### src/rtl/reg_file_8x_rd_encoder_if.sv
// Write/read bus of the 8-entry register file: decoder-driven one-hot write select,
// dual-address read request and the registered read/status returns.
interface reg_file_8x_rd_encoder_if #(
  parameter int DATA_WIDTH = 32
);
  logic                  we;
  logic [7:0]            we_onehot;
  logic [DATA_WIDTH-1:0] wData;
  logic                  rd_req;
  logic [2:0]            rAddrA;
  logic [2:0]            rAddrB;
  logic [DATA_WIDTH-1:0] rData_A;
  logic [DATA_WIDTH-1:0] rData_B;
  logic                  rd_valid;
  logic [2:0]            last_wAddr;
  logic                  we_err;

  modport master (
    output we, we_onehot, wData, rd_req, rAddrA, rAddrB,
    input  rData_A, rData_B, rd_valid, last_wAddr, we_err
  );

  modport slave (
    input  we, we_onehot, wData, rd_req, rAddrA, rAddrB,
    output rData_A, rData_B, rd_valid, last_wAddr, we_err
  );
endinterface

### src/rtl/reg_file_8x_rd_encoder.sv
// 8-entry register file written through a one-hot select; encodes the select back to
// a binary index, flags illegal selects and serves two registered write-first read ports.
module reg_file_8x_rd_encoder #(
  parameter int DATA_WIDTH = 32
) (
  input logic                     clk,
  input logic                     reset_n,
  reg_file_8x_rd_encoder_if.slave bus
);

  function automatic logic is_onehot(input logic [7:0] v);
    return (v != 8'h00) && ((v & (v - 8'h01)) == 8'h00);
  endfunction

  function automatic logic [2:0] enc8to3(input logic [7:0] v);
    logic [2:0] idx;
    idx = 3'd0;
    for (int i = 0; i < 8; i++)
      if (v[i]) idx = 3'(i);
    return idx;
  endfunction

  logic [DATA_WIDTH-1:0] r_mem [8];
  logic [DATA_WIDTH-1:0] r_rdata_a;
  logic [DATA_WIDTH-1:0] r_rdata_b;
  logic                  r_rd_valid;
  logic [2:0]            r_last_waddr;
  logic                  r_we_err;

  logic                  w_sel_ok;
  logic                  w_wr_ok;
  logic [2:0]            w_waddr;
  logic [DATA_WIDTH-1:0] w_rd_a;
  logic [DATA_WIDTH-1:0] w_rd_b;

  assign w_sel_ok = is_onehot(bus.we_onehot);
  assign w_wr_ok  = bus.we && w_sel_ok;
  assign w_waddr  = enc8to3(bus.we_onehot);

  // Write-first: a legal write to the addressed entry overtakes the stored value
  assign w_rd_a = (w_wr_ok && (w_waddr == bus.rAddrA)) ? bus.wData : r_mem[bus.rAddrA];
  assign w_rd_b = (w_wr_ok && (w_waddr == bus.rAddrB)) ? bus.wData : r_mem[bus.rAddrB];

  always_ff @(posedge clk) begin
    if (!reset_n) begin
      for (int i = 0; i < 8; i++) r_mem[i] <= '0;
      r_rdata_a    <= '0;
      r_rdata_b    <= '0;
      r_rd_valid   <= 1'b0;
      r_last_waddr <= 3'd0;
      r_we_err     <= 1'b0;
    end else begin
      if (w_wr_ok) begin
        r_mem[w_waddr] <= bus.wData;
        r_last_waddr   <= w_waddr;
      end
      r_we_err   <= bus.we && !w_sel_ok;
      r_rd_valid <= bus.rd_req;
      if (bus.rd_req) begin
        r_rdata_a <= w_rd_a;
        r_rdata_b <= w_rd_b;
      end
    end
  end

  assign bus.rData_A    = r_rdata_a;
  assign bus.rData_B    = r_rdata_b;
  assign bus.rd_valid   = r_rd_valid;
  assign bus.last_wAddr = r_last_waddr;
  assign bus.we_err     = r_we_err;

endmodule

### src/flat_wrapper.sv
// flat-port wrapper written by rule: the top's interface ports become plain ports
module reg_file_8x_rd_encoder_flat 
#(
  parameter int DATA_WIDTH = 32
)
  (clk, reset_n, bus_we, bus_we_onehot, bus_wData, bus_rd_req, bus_rAddrA, bus_rAddrB, bus_rData_A, bus_rData_B, bus_rd_valid, bus_last_wAddr, bus_we_err);
  reg_file_8x_rd_encoder_if #(.DATA_WIDTH(DATA_WIDTH)) bus_i ();
  input logic clk;
  input logic reset_n;
  input wire logic [$bits(bus_i.we)-1:0] bus_we;
  input wire logic [$bits(bus_i.we_onehot)-1:0] bus_we_onehot;
  input wire logic [$bits(bus_i.wData)-1:0] bus_wData;
  input wire logic [$bits(bus_i.rd_req)-1:0] bus_rd_req;
  input wire logic [$bits(bus_i.rAddrA)-1:0] bus_rAddrA;
  input wire logic [$bits(bus_i.rAddrB)-1:0] bus_rAddrB;
  output wire logic [$bits(bus_i.rData_A)-1:0] bus_rData_A;
  output wire logic [$bits(bus_i.rData_B)-1:0] bus_rData_B;
  output wire logic [$bits(bus_i.rd_valid)-1:0] bus_rd_valid;
  output wire logic [$bits(bus_i.last_wAddr)-1:0] bus_last_wAddr;
  output wire logic [$bits(bus_i.we_err)-1:0] bus_we_err;
  assign bus_i.we = bus_we;
  assign bus_i.we_onehot = bus_we_onehot;
  assign bus_i.wData = bus_wData;
  assign bus_i.rd_req = bus_rd_req;
  assign bus_i.rAddrA = bus_rAddrA;
  assign bus_i.rAddrB = bus_rAddrB;
  assign bus_rData_A = bus_i.rData_A;
  assign bus_rData_B = bus_i.rData_B;
  assign bus_rd_valid = bus_i.rd_valid;
  assign bus_last_wAddr = bus_i.last_wAddr;
  assign bus_we_err = bus_i.we_err;
  reg_file_8x_rd_encoder #(.DATA_WIDTH(DATA_WIDTH)) u_core (.clk(clk), .reset_n(reset_n), .bus(bus_i));
endmodule
### config.mk
export PLATFORM = sky130hd
export DESIGN_NAME = reg_file_8x_rd_encoder_flat
export DESIGN_NICKNAME = d
export VERILOG_FILES = /design/src/rtl/reg_file_8x_rd_encoder_if.sv /design/src/rtl/reg_file_8x_rd_encoder.sv /design/src/flat_wrapper.sv
export SDC_FILE = /design/constraint.sdc
export NUM_CORES = 1
export LEC_CHECK = 0
export ABC_AREA = 1
export BUFFER_PORTS_ARGS = -buffer_cell sky130_fd_sc_hd__clkbuf_2
export CORE_AREA = 3 3 222 181
export DETAILED_ROUTE_END_ITERATION = 16
export DIE_AREA = 0 0 225 184
export SYNTH_ARGS = -nofsm -noshare
export SYNTH_HDL_FRONTEND = slang
export SYNTH_SLANG_ARGS = --single-unit
### constraint.sdc
create_clock -name clk -period 2.9 [get_ports clk]
set_clock_uncertainty 0.2 [all_clocks]
set_input_delay 0.145 -clock clk [delete_from_list [all_inputs] [get_ports clk]]
set_output_delay 0.145 -clock clk [all_outputs]
set_load 0.05 [all_outputs]
# --- Word level (Yosys, flattened, before mapping) ---
# Memory sizes are Yosys's and may differ from the RTL's. A register that Yosys moved wholly into a read port is not among the register bits.
# Cells that the tools add are included.
totals:
  regBits: 5
  output_inout_bits: 69
  wordCells: 29
  n_memories: 1
  input_bits: 50
  ramBits: 256
op_classes:
  n_bitwise: 1
  muxes: 14
  addsub: 1
  reduce_logical: 9
memory_table:
  columns: ["name", "words", "word_bits", "rd", "rd_ports_with_merged_regs", "wr", "line_no", "text"]
  rows:
  - ["u_core.r_mem", 8, 32, 2, 2, 8, "reg_file_8x_rd_encoder.sv:23", "logic [DATA_WIDTH-1:0] r_mem [8];"]
ops:
  columns: ["op", "count"]
  rows:
  - ["$mux W32", 1]
  - ["$reduce_or A32 Y1", 1]
  - ["$mux W3", 5]
  - ["$and A8 B8 Y8", 1]
  - ["$logic_not A8 Y1", 1]
  - ["$reduce_bool A8 Y1", 1]
  - ["$sub A8 B1 Y8 const B", 1]
  - ["$mux W1", 6]
  - ["$mux W2", 2]
  - ["$logic_and A1 B1 Y1", 3]
  - ["$logic_not A1 Y1", 3]

# --- Depth between registers and ports, before layout ---
# Gate-level depths: netlist of the first run.
depth:
  ltp_word: 10
  mapped_depth: 14
  mapped_depth_nobuf: 13

# --- Least setup slack after synthesis of the first run ---
# Ideal clock, no wire load.
synth_path:
  kind: "input to register"
  from: "input port bus_we_onehot[4]"
  to: "memory u_core.r_mem[2][0], enable pin"
  setup_time_ns: 0.389
  n_path_buf: 1
  t_arrival_ns: 2.006
  path_stages: 8
  setup_slack_ns: 0.305
  required_ns: 2.311
  cell_sequence: "nor2_2 > nand2_1 > o21ai_2 > nand3_1 > nor2_4 > nand4_1 > buf_2 > nand2_1"
synth_lines:
  columns: ["element", "line_no", "text"]
  rows:
  - ["from (decl)", "flat_wrapper.sv:11", "input wire logic [$bits(bus_i.we_onehot)-1:0] bus_we_onehot;"]
  - ["to (decl)", "reg_file_8x_rd_encoder.sv:23", null]

==> results of run 1 <==
where the power goes:
group / leakage, nW / switching (mW) / internal, mW / total (mW)
combinational: 4.73 / 1.18 / 0.454 / 1.64
sequential: 3.00 / 0.113 / 5.26 / 5.37
clock: 0.550 / 1.88 / 2.62 / 4.51
final cells by class:
class / instances / area share
Inverter: 209 / 0.0395
Timing Repair Buffer: 215 / 0.0831
Multi-Input combinational cell: 1486 / 0.332
Clock buffer: 53 / 0.0516
Tap cell: 495 / 0.0312
Clock inverter: 11 / 0.00517
Sequential cell: 325 / 0.457
routing by layer:
layer  share of wire  wire (µm)
met5         0.00017         10
met4           0.028       1610
met3           0.099       5730
met2            0.45      25800
met1            0.43      24600
cell usage after synthesis, types with 2 or more instances:
library cell,number
o211ai_1,2
nand3_1,141
clkinv_1,33
a21oi_1,155
clkbuf_1,91
a31oi_1,2
buf_2,54
nand4_1,4
inv_1,173
nand2_1,401
dfxtp_1,69
o21ai_0,359
xor2_1,2
a211oi_1,6
nand3_2,2
nor2_1,379
o21ai_1,2
nor2_2,2
buf_1,13
inv_2,3
o22ai_1,24
edfxtp_1,256
o21a_1,2
timing repair:
| item | 4_1_cts | 5_1_grt |
|---|---|---|
| hold buffers | 40 | 0 |
| hold endpoints to repair | 276 | 0 |
| endpoints found under the setup margin | 0 | 0 |
| resized for setup | 0 | 0 |
worst min-delay path by stage:
stage                                        startpoint                               endpoint  slack [ns]
floorplan                                       reset_n  u_core.bus.last_wAddr[1]$_SDFFE_PN0P_        0.08
global placement    u_core.bus.rData_B[14]$_SDFFE_PN0P_    u_core.bus.rData_B[14]$_SDFFE_PN0P_        0.25
detailed placement  u_core.bus.rData_B[21]$_SDFFE_PN0P_    u_core.bus.rData_B[21]$_SDFFE_PN0P_        0.26
CTS                                          bus_rd_req    u_core.bus.rData_B[31]$_SDFFE_PN0P_      0.0002
global route                                 bus_rd_req    u_core.bus.rData_A[13]$_SDFFE_PN0P_        0.04
finish                                       bus_rd_req    u_core.bus.rData_A[13]$_SDFFE_PN0P_      -0.009
through the flow:
stage / std cells / total power [mW] / hold WS, ns / area (µm²) / utilization
6_report: 2794 / 11.5 / -0.00928 / 19800 / 0.522
5_1_grt: 2794 / 11.9 / 0.0354 / 19800 / 0.522
4_1_cts: 2794 / 11.5 / 0.000234 / 19800 / 0.522
3_5_place_dp: 2690 / 7.04 / 0.256 / 18300 / 0.482
3_3_place_gp: 2690 / 7.02 / 0.253 / 18300 / 0.482
2_1_floorplan: 2178 / 6.49 / 0.0833 / 17100 / -
critical path, cell delays in order:
cell and delay (ns):
dlygate4sd3_1 0.52, clkbuf_2 0.11, nand2_1 0.10, dlygate4sd3_1 0.57, inv_1 0.07, nand4_1 0.18
nor3_1 0.34, nand2_1 0.14, nand2_2 0.09, buf_4 0.35
cells by family (layout without fill, tap and decap cells):
logic type                after synthesis  count (layout)  synth area share
DFF                                   325             325             0.531
xor gates and xnor gates                2               2           0.00103
AOI/OAI and AO/OA                     553             553             0.166
buffers and inverters                 367             488            0.0847
and+or+nand+nor                       931             931             0.217
sequential cells by signal, summed over array words and instances (netlist names):
register               cells
u_core.bus.last_wAddr      3
u_core.bus.rData_A        32
u_core.bus.rData_B        32
u_core.bus.rd_valid        1
u_core.bus.we_err          1
u_core.r_mem             256
==> summary.md, run 1 <==
| Metric | Value |
|---|---|
| Clock sink count | `about 330` |
| Post-DP HPWL | `roughly 33,000 µm` |
| Slew HR | `0.381` |
| First-pass GRT wire length | `87,900 µm` |
| Source of the critical timing path | `bus_we` |
| Post-synth EDFFs | `around 260` |
| Async S/R FF share, synth | `0` |
| Pin count of the biggest net entering global routing | `160` |
| Hold WS | `-0.00928 ns` |
| R2R Setup Slk | `around 1.3 ns` |
| Clock Root Buffer | `clkbuf_16` |
| Synth Register Bits | `325` |
| GRT Max-Usage Layer | `met2` |
| Multi-input gate area | `0.00660 mm²` |
| Worst Setup Slack, final | `between 0.2 and 0.25 ns` |
| Max-capacitance violation count | `0` |
| Initial drt markers | `approximately 2.1k` |
| Dpl ws | `~0.43 ns` |
| Vias in the first global route | `around 15k` |
| Nets | `2,323` |
| Die area | `approximately 0.041 mm²` |
| Final Hold Fails | `2` |
| WS Path Type | `input port to flip-flop` |
| Clk buf depth | `3` |
| R2r startpoint | `u_core.r_mem[6][29]$_SDFFCE_PN0P_` |
| Via Count | `15.9k` |
| Hold Crit Class | `input port to flip-flop` |
| Htree depth | `2` |
| # setup viols final | `0` |
| Commonest non-fill, non-tap cell in the layout | `nand2_1` |
| Synth top area share | `0.450` |
| Synthesized area per cell | `a little under 8 µm²` |
| Clk slew on worst S/H paths | `roughly 0.060 ns` |
| Die width | `between 200 and 250 µm` |
| Buffer count from post-CTS setup fixing | `0` |
| Met1 Use GR | `0.385` |
| Crit share post-route | `0.920` |
| Antenna violations before repair | `1` |
| Status | `finished, violations left` |
| Seq. cell area | `~0.009 mm²` |
| Core ar. | `0.0380 mm²` |
| Remaining DRCs | `0` |
| Top post-synthesis cells by area | `edfxtp_1 45%, o21ai_0 11%, nand2_1 8.8%` |
| Commonest non-fill, non-tap cells in the layout | `393 x nand2_1, 377 x nor2_1, 359 x o21ai_0` |
| Synthesized net count | `2,228` |
| Arrival time at the worst endpoint | `2.64 ns` |
| Crit path to | `u_core.r_mem[5][15]$_SDFFCE_PN0P_` |
| Setup TNS Final | `0 ns` |
| Input/output buffers | `118` |
| Starting Density | `0.449` |
| Vias per inst | `roughly 5.7` |
| Met3 Use GR | `0.0527` |
| Synth Instances | `2,178` |
| Top FF cell, synth | `edfxtp_1` |
| Peak VDD IR | `around 330 µV` |
| Latest clock arrival within the worst-skew pair | `about 0.54 ns` |
| Dominant cell type by area after synthesis | `edfxtp_1` |
| Fill count | `3,639` |
| Final Max Tran Viols | `0` |
| Antenna Cells | `0` |
| Overall global routing resource usage | `0.275` |
| Yosys cell types | `26` |
| Post-DRT Antenna Nets | `0` |
| Sequential share of the synthesized area | `0.531` |
| Synthesized area | `around 0.017 mm²` |
| Reg-to-reg endpoint | `u_core.bus.rData_B[29]$_SDFFE_PN0P_` |
| Placer Congestion | `0.814` |
| P&R area growth vs syn | `16.3%` |
| WL per Instance | `20.6 µm` |
| Hold path depth | `4` |
| Worst reg2reg path depth | `10` |
| CTS Buf Count | `36` |
| Failing checks | `negative hold slack` |
| GR Overflow Total | `0` |
| Overall die height | `184 µm` |
| Max Clock Freq | `0.375 GHz` |
| CTS tree | `done` |
| Endpoint class of the critical path | `flip-flop` |
| Actual slew at the worst max-slew pin | `roughly 0.93 ns` |
| CP required | `between 2 and 3 ns` |
| RSZ-0062 raised after global routing | `false` |
| Met2 Track Usage GR | `0.434` |
| Post-layout min period | `approximately 2.7 ns` |
| # IOs | `119` |
| Startpoint Class | `input port` |
| Drt total wl | `around 58,000 µm` |
| Power density over cell area | `between 500 and 600 mW/mm²` |
| Synth warnings | `0` |
| TritonRoute pass-1 iters | `5` |
| FP Rows | `64` |
| Static leakage | `roughly 8.3 nW` |
| Share of post-route cells with drive strength above 1 | `0.108` |
| Crit Path Max Fanout | `21` |
Note: power is estimated with default switching activity, not from simulation.
==> run 2: changes to the inputs <==
--- a/config.mk
+++ b/config.mk
@@ -10,6 +10,7 @@
 export CORE_AREA = 3 3 222 181
 export DETAILED_ROUTE_END_ITERATION = 16
 export DIE_AREA = 0 0 225 184
+export PLACE_DENSITY = 0.59
 export SYNTH_ARGS = -nofsm -noshare
 export SYNTH_HDL_FRONTEND = slang
 export SYNTH_SLANG_ARGS = --single-unit
==> summary.md, run 2 (synthesized netlist as in run 1, its figures left out) <==
| Metric | Value |
|---|---|
| Clock Root Buffer | `clkbuf_16 (unchanged)` |
| Overall die height | `184 µm (unchanged)` |
| Actual slew at the worst max-slew pin | `0.947 ns (was 0.928 ns)` |
| Antenna violations before repair | `0 (was 1)` |
| WS Path Type | `input port to flip-flop (unchanged)` |
| Commonest non-fill, non-tap cells in the layout | `393 x nand2_1, 377 x nor2_1, 359 x o21ai_0 (unchanged)` |
| Final instance area | `0.0200 mm² (was 0.0198 mm²)` |
| Final Max Tran Viols | `0 (unchanged)` |
| Status | `complete, no violations (was finished, violations left)` |
| CTS tree | `done (unchanged)` |
| Max FFs per register | `256 (unchanged)` |
| Startpoint Class | `input port (unchanged)` |
| Share of power burned in registers | `0.453 (was 0.467)` |
| Buffer count from post-CTS setup fixing | `0 (unchanged)` |
| Power density over cell area | `594 mW/mm² (was 580 mW/mm²)` |
| Remaining DRCs | `0 (unchanged)` |
| Starting Density | `0.449 (unchanged)` |
| Worst reg2reg path depth | `10 (unchanged)` |
| WL per Instance | `20.6 µm (about the same)` |
| Slew HR | `0.369 (was 0.381)` |
| Antenna Cells | `0 (unchanged)` |
| Largest stage delay, worst path | `0.61 ns (was 0.57 ns)` |
| P&R area growth vs syn | `17.1% (was 16.3%)` |
| Fin cells | `2,798 (was 2,794)` |
| Switching share of power | `0.269 (was 0.276)` |
| Hold WS | `0.0148 ns (was -0.00928 ns)` |
| First-pass GRT wire length | `87,300 µm (was 87,900 µm)` |
| Overall global routing resource usage | `0.274 (was 0.275)` |
| Input/output buffers | `118 (unchanged)` |
| RSZ-0062 raised after global routing | `false (unchanged)` |
| Final Hold Fails | `0 (was 2)` |
| Max stage delay cell, worst path | `dlygate4sd3_1 (unchanged)` |
| Clock sink count | `325 (unchanged)` |
| Drt total wl | `57,600 µm (was 57,700 µm)` |
| Core ar. | `0.0380 mm² (unchanged)` |
| Clk buf depth | `3 (unchanged)` |
| CTS Buf Count | `36 (unchanged)` |
| Post-DRT Antenna Nets | `0 (unchanged)` |
| Pint | `8.67 mW (was 8.33 mW)` |
| Psw | `3.19 mW (was 3.18 mW)` |
| Max-capacitance violation count | `0 (unchanged)` |
| Hold Crit Class | `input port to flip-flop (unchanged)` |
| # IOs | `119 (unchanged)` |
| Setup TNS Final | `0 ns (unchanged)` |
| Nets | `2,326 (was 2,323)` |
| Placer Congestion | `0.851 (was 0.814)` |
| Area after DPL | `0.0183 mm² (about the same)` |
| Htree depth | `2 (unchanged)` |
| Most flop-heavy register | `u_core.r_mem (unchanged)` |
| Crit share post-route | `0.952 (was 0.920)` |
| TritonRoute pass-1 iters | `6 (was 5)` |
| Post-layout min period | `2.76 ns (was 2.67 ns)` |
| GR Overflow Total | `0 (unchanged)` |
| Endpoint class of the critical path | `flip-flop (unchanged)` |
| Via Count | `15.9k (about the same)` |
| Peak VDD IR | `326 µV (was 328 µV)` |
| Commonest non-fill, non-tap cell in the layout | `nand2_1 (unchanged)` |
| Pin count of the biggest net entering global routing | `160 (unchanged)` |
| Share of post-route cells with drive strength above 1 | `0.110 (was 0.108)` |
| Hold path depth | `3 (was 4)` |
| FP Rows | `64 (unchanged)` |
| Die width | `225 µm (unchanged)` |
| Combinational share of power | `0.138 (was 0.142)` |
| Clock share of power | `0.409 (was 0.391)` |
| Post-DP HPWL | `33,300 µm (was 32,900 µm)` |
| Max Clock Freq | `0.362 GHz (was 0.375 GHz)` |
| Die area | `0.0414 mm² (unchanged)` |
| Worst Setup Slack, final | `0.140 ns (was 0.233 ns)` |
| Latest clock arrival within the worst-skew pair | `0.53 ns (was 0.54 ns)` |
| Clk slew on worst S/H paths | `0.06 ns (about the same)` |
| # setup viols final | `0 (unchanged)` |
| Crit Path Max Fanout | `17 (was 21)` |
| Dpl ws | `0.447 ns (was 0.433 ns)` |
| Initial drt markers | `1,875 (was 2,070)` |
| Arrival time at the worst endpoint | `2.99 ns (was 2.64 ns)` |
| Vias per inst | `5.70 (was 5.69)` |
| Static leakage | `8.36 nW (was 8.28 nW)` |
| Cell breakdown of the critical path | `dlygate4sd3_1 > clkbuf_2 > nor2_2 > dlygate4sd3_1 > nand2_1 > a21oi_1 > o21a_1 > nand3_2 > buf_12 > nand2_1 > nand3_1 > a21oi_1 (was dlygate4sd3_1 > clkbuf_2 > nand2_1 > dlygate4sd3_1 > inv_1 > nand4_1 > nor3_1 > nand2_1 > nand2_2 > buf_4)` |
| Placed Cells | `2,691 (was 2,690)` |
| Vias in the first global route | `15.1k (was 15.2k)` |
| CP required | `3.14 ns (was 2.88 ns)` |
-- run 2: final timing paths --
check | start | end | slack (ns)
max | bus_we_onehot[5] | u_core.bus.rData_A[15]$_SDFFE_PN0P_ | 0.14
min | bus_we_onehot[6] | u_core.r_mem[6][30]$_SDFFCE_PN0P_ | 0.01
max reg2reg | u_core.r_mem[5][11]$_SDFFCE_PN0P_ | u_core.bus.rData_A[11]$_SDFFE_PN0P_ | 1.16
min reg2reg | u_core.bus.rData_B[30]$_SDFFE_PN0P_ | u_core.bus.rData_B[30]$_SDFFE_PN0P_ | 0.26
-- run 2: through the flow --
stage,utilization,power (mW)
after CTS,0.525,11.9
after floorplan,-,6.49
after global placement,0.482,7.02
after detailed placement,0.482,7.04
after global routing,0.525,12.3
final,0.525,11.9
-- run 2: critical path: cells and delay by family --
family                 cells  cell delay (ns)
buffers and inverters      4             1.53
AND/OR/NAND/NOR            5             0.74
AO/OA/AOI/OAI              3             0.55
-- run 2: metal layers --
layer  part of all wire  global-route usage
met3               0.10              0.0528
met5                  0                   0
met4              0.025              0.0795
met2               0.44               0.430
met1               0.43               0.389
-- run 2: area by class of cell --
class | count | area, µm²
fillers | 3656 | 18100
flip-flops and latches | 325 | 9070
multi-input cells | 1486 | 6600
repair buffers | 218 | 1670
clock buffers | 48 | 998
inverters | 209 | 785
well taps | 495 | 619
clock inverters | 17 | 243
-- run 2: timing repair --
| action | in CTS | in global routing |
|---|---|---|
| hold buffers | 42 | 0 |
| hold endpoints to repair | 287 | 0 |
| endpoints found under the setup margin | 0 | 3 |
| gates resized for setup | 0 | 1 |
-- run 2: power by group through the flow --
stage	Combinational [mW]	Sequential (mW)	Clock, mW
final	1.64	5.37	4.86
after global routing	1.79	5.40	5.09
after CTS	1.62	5.37	4.91
after detailed placement	1.57	5.46	0
after global placement	1.56	5.46	0
after floorplan	0.831	5.66	0
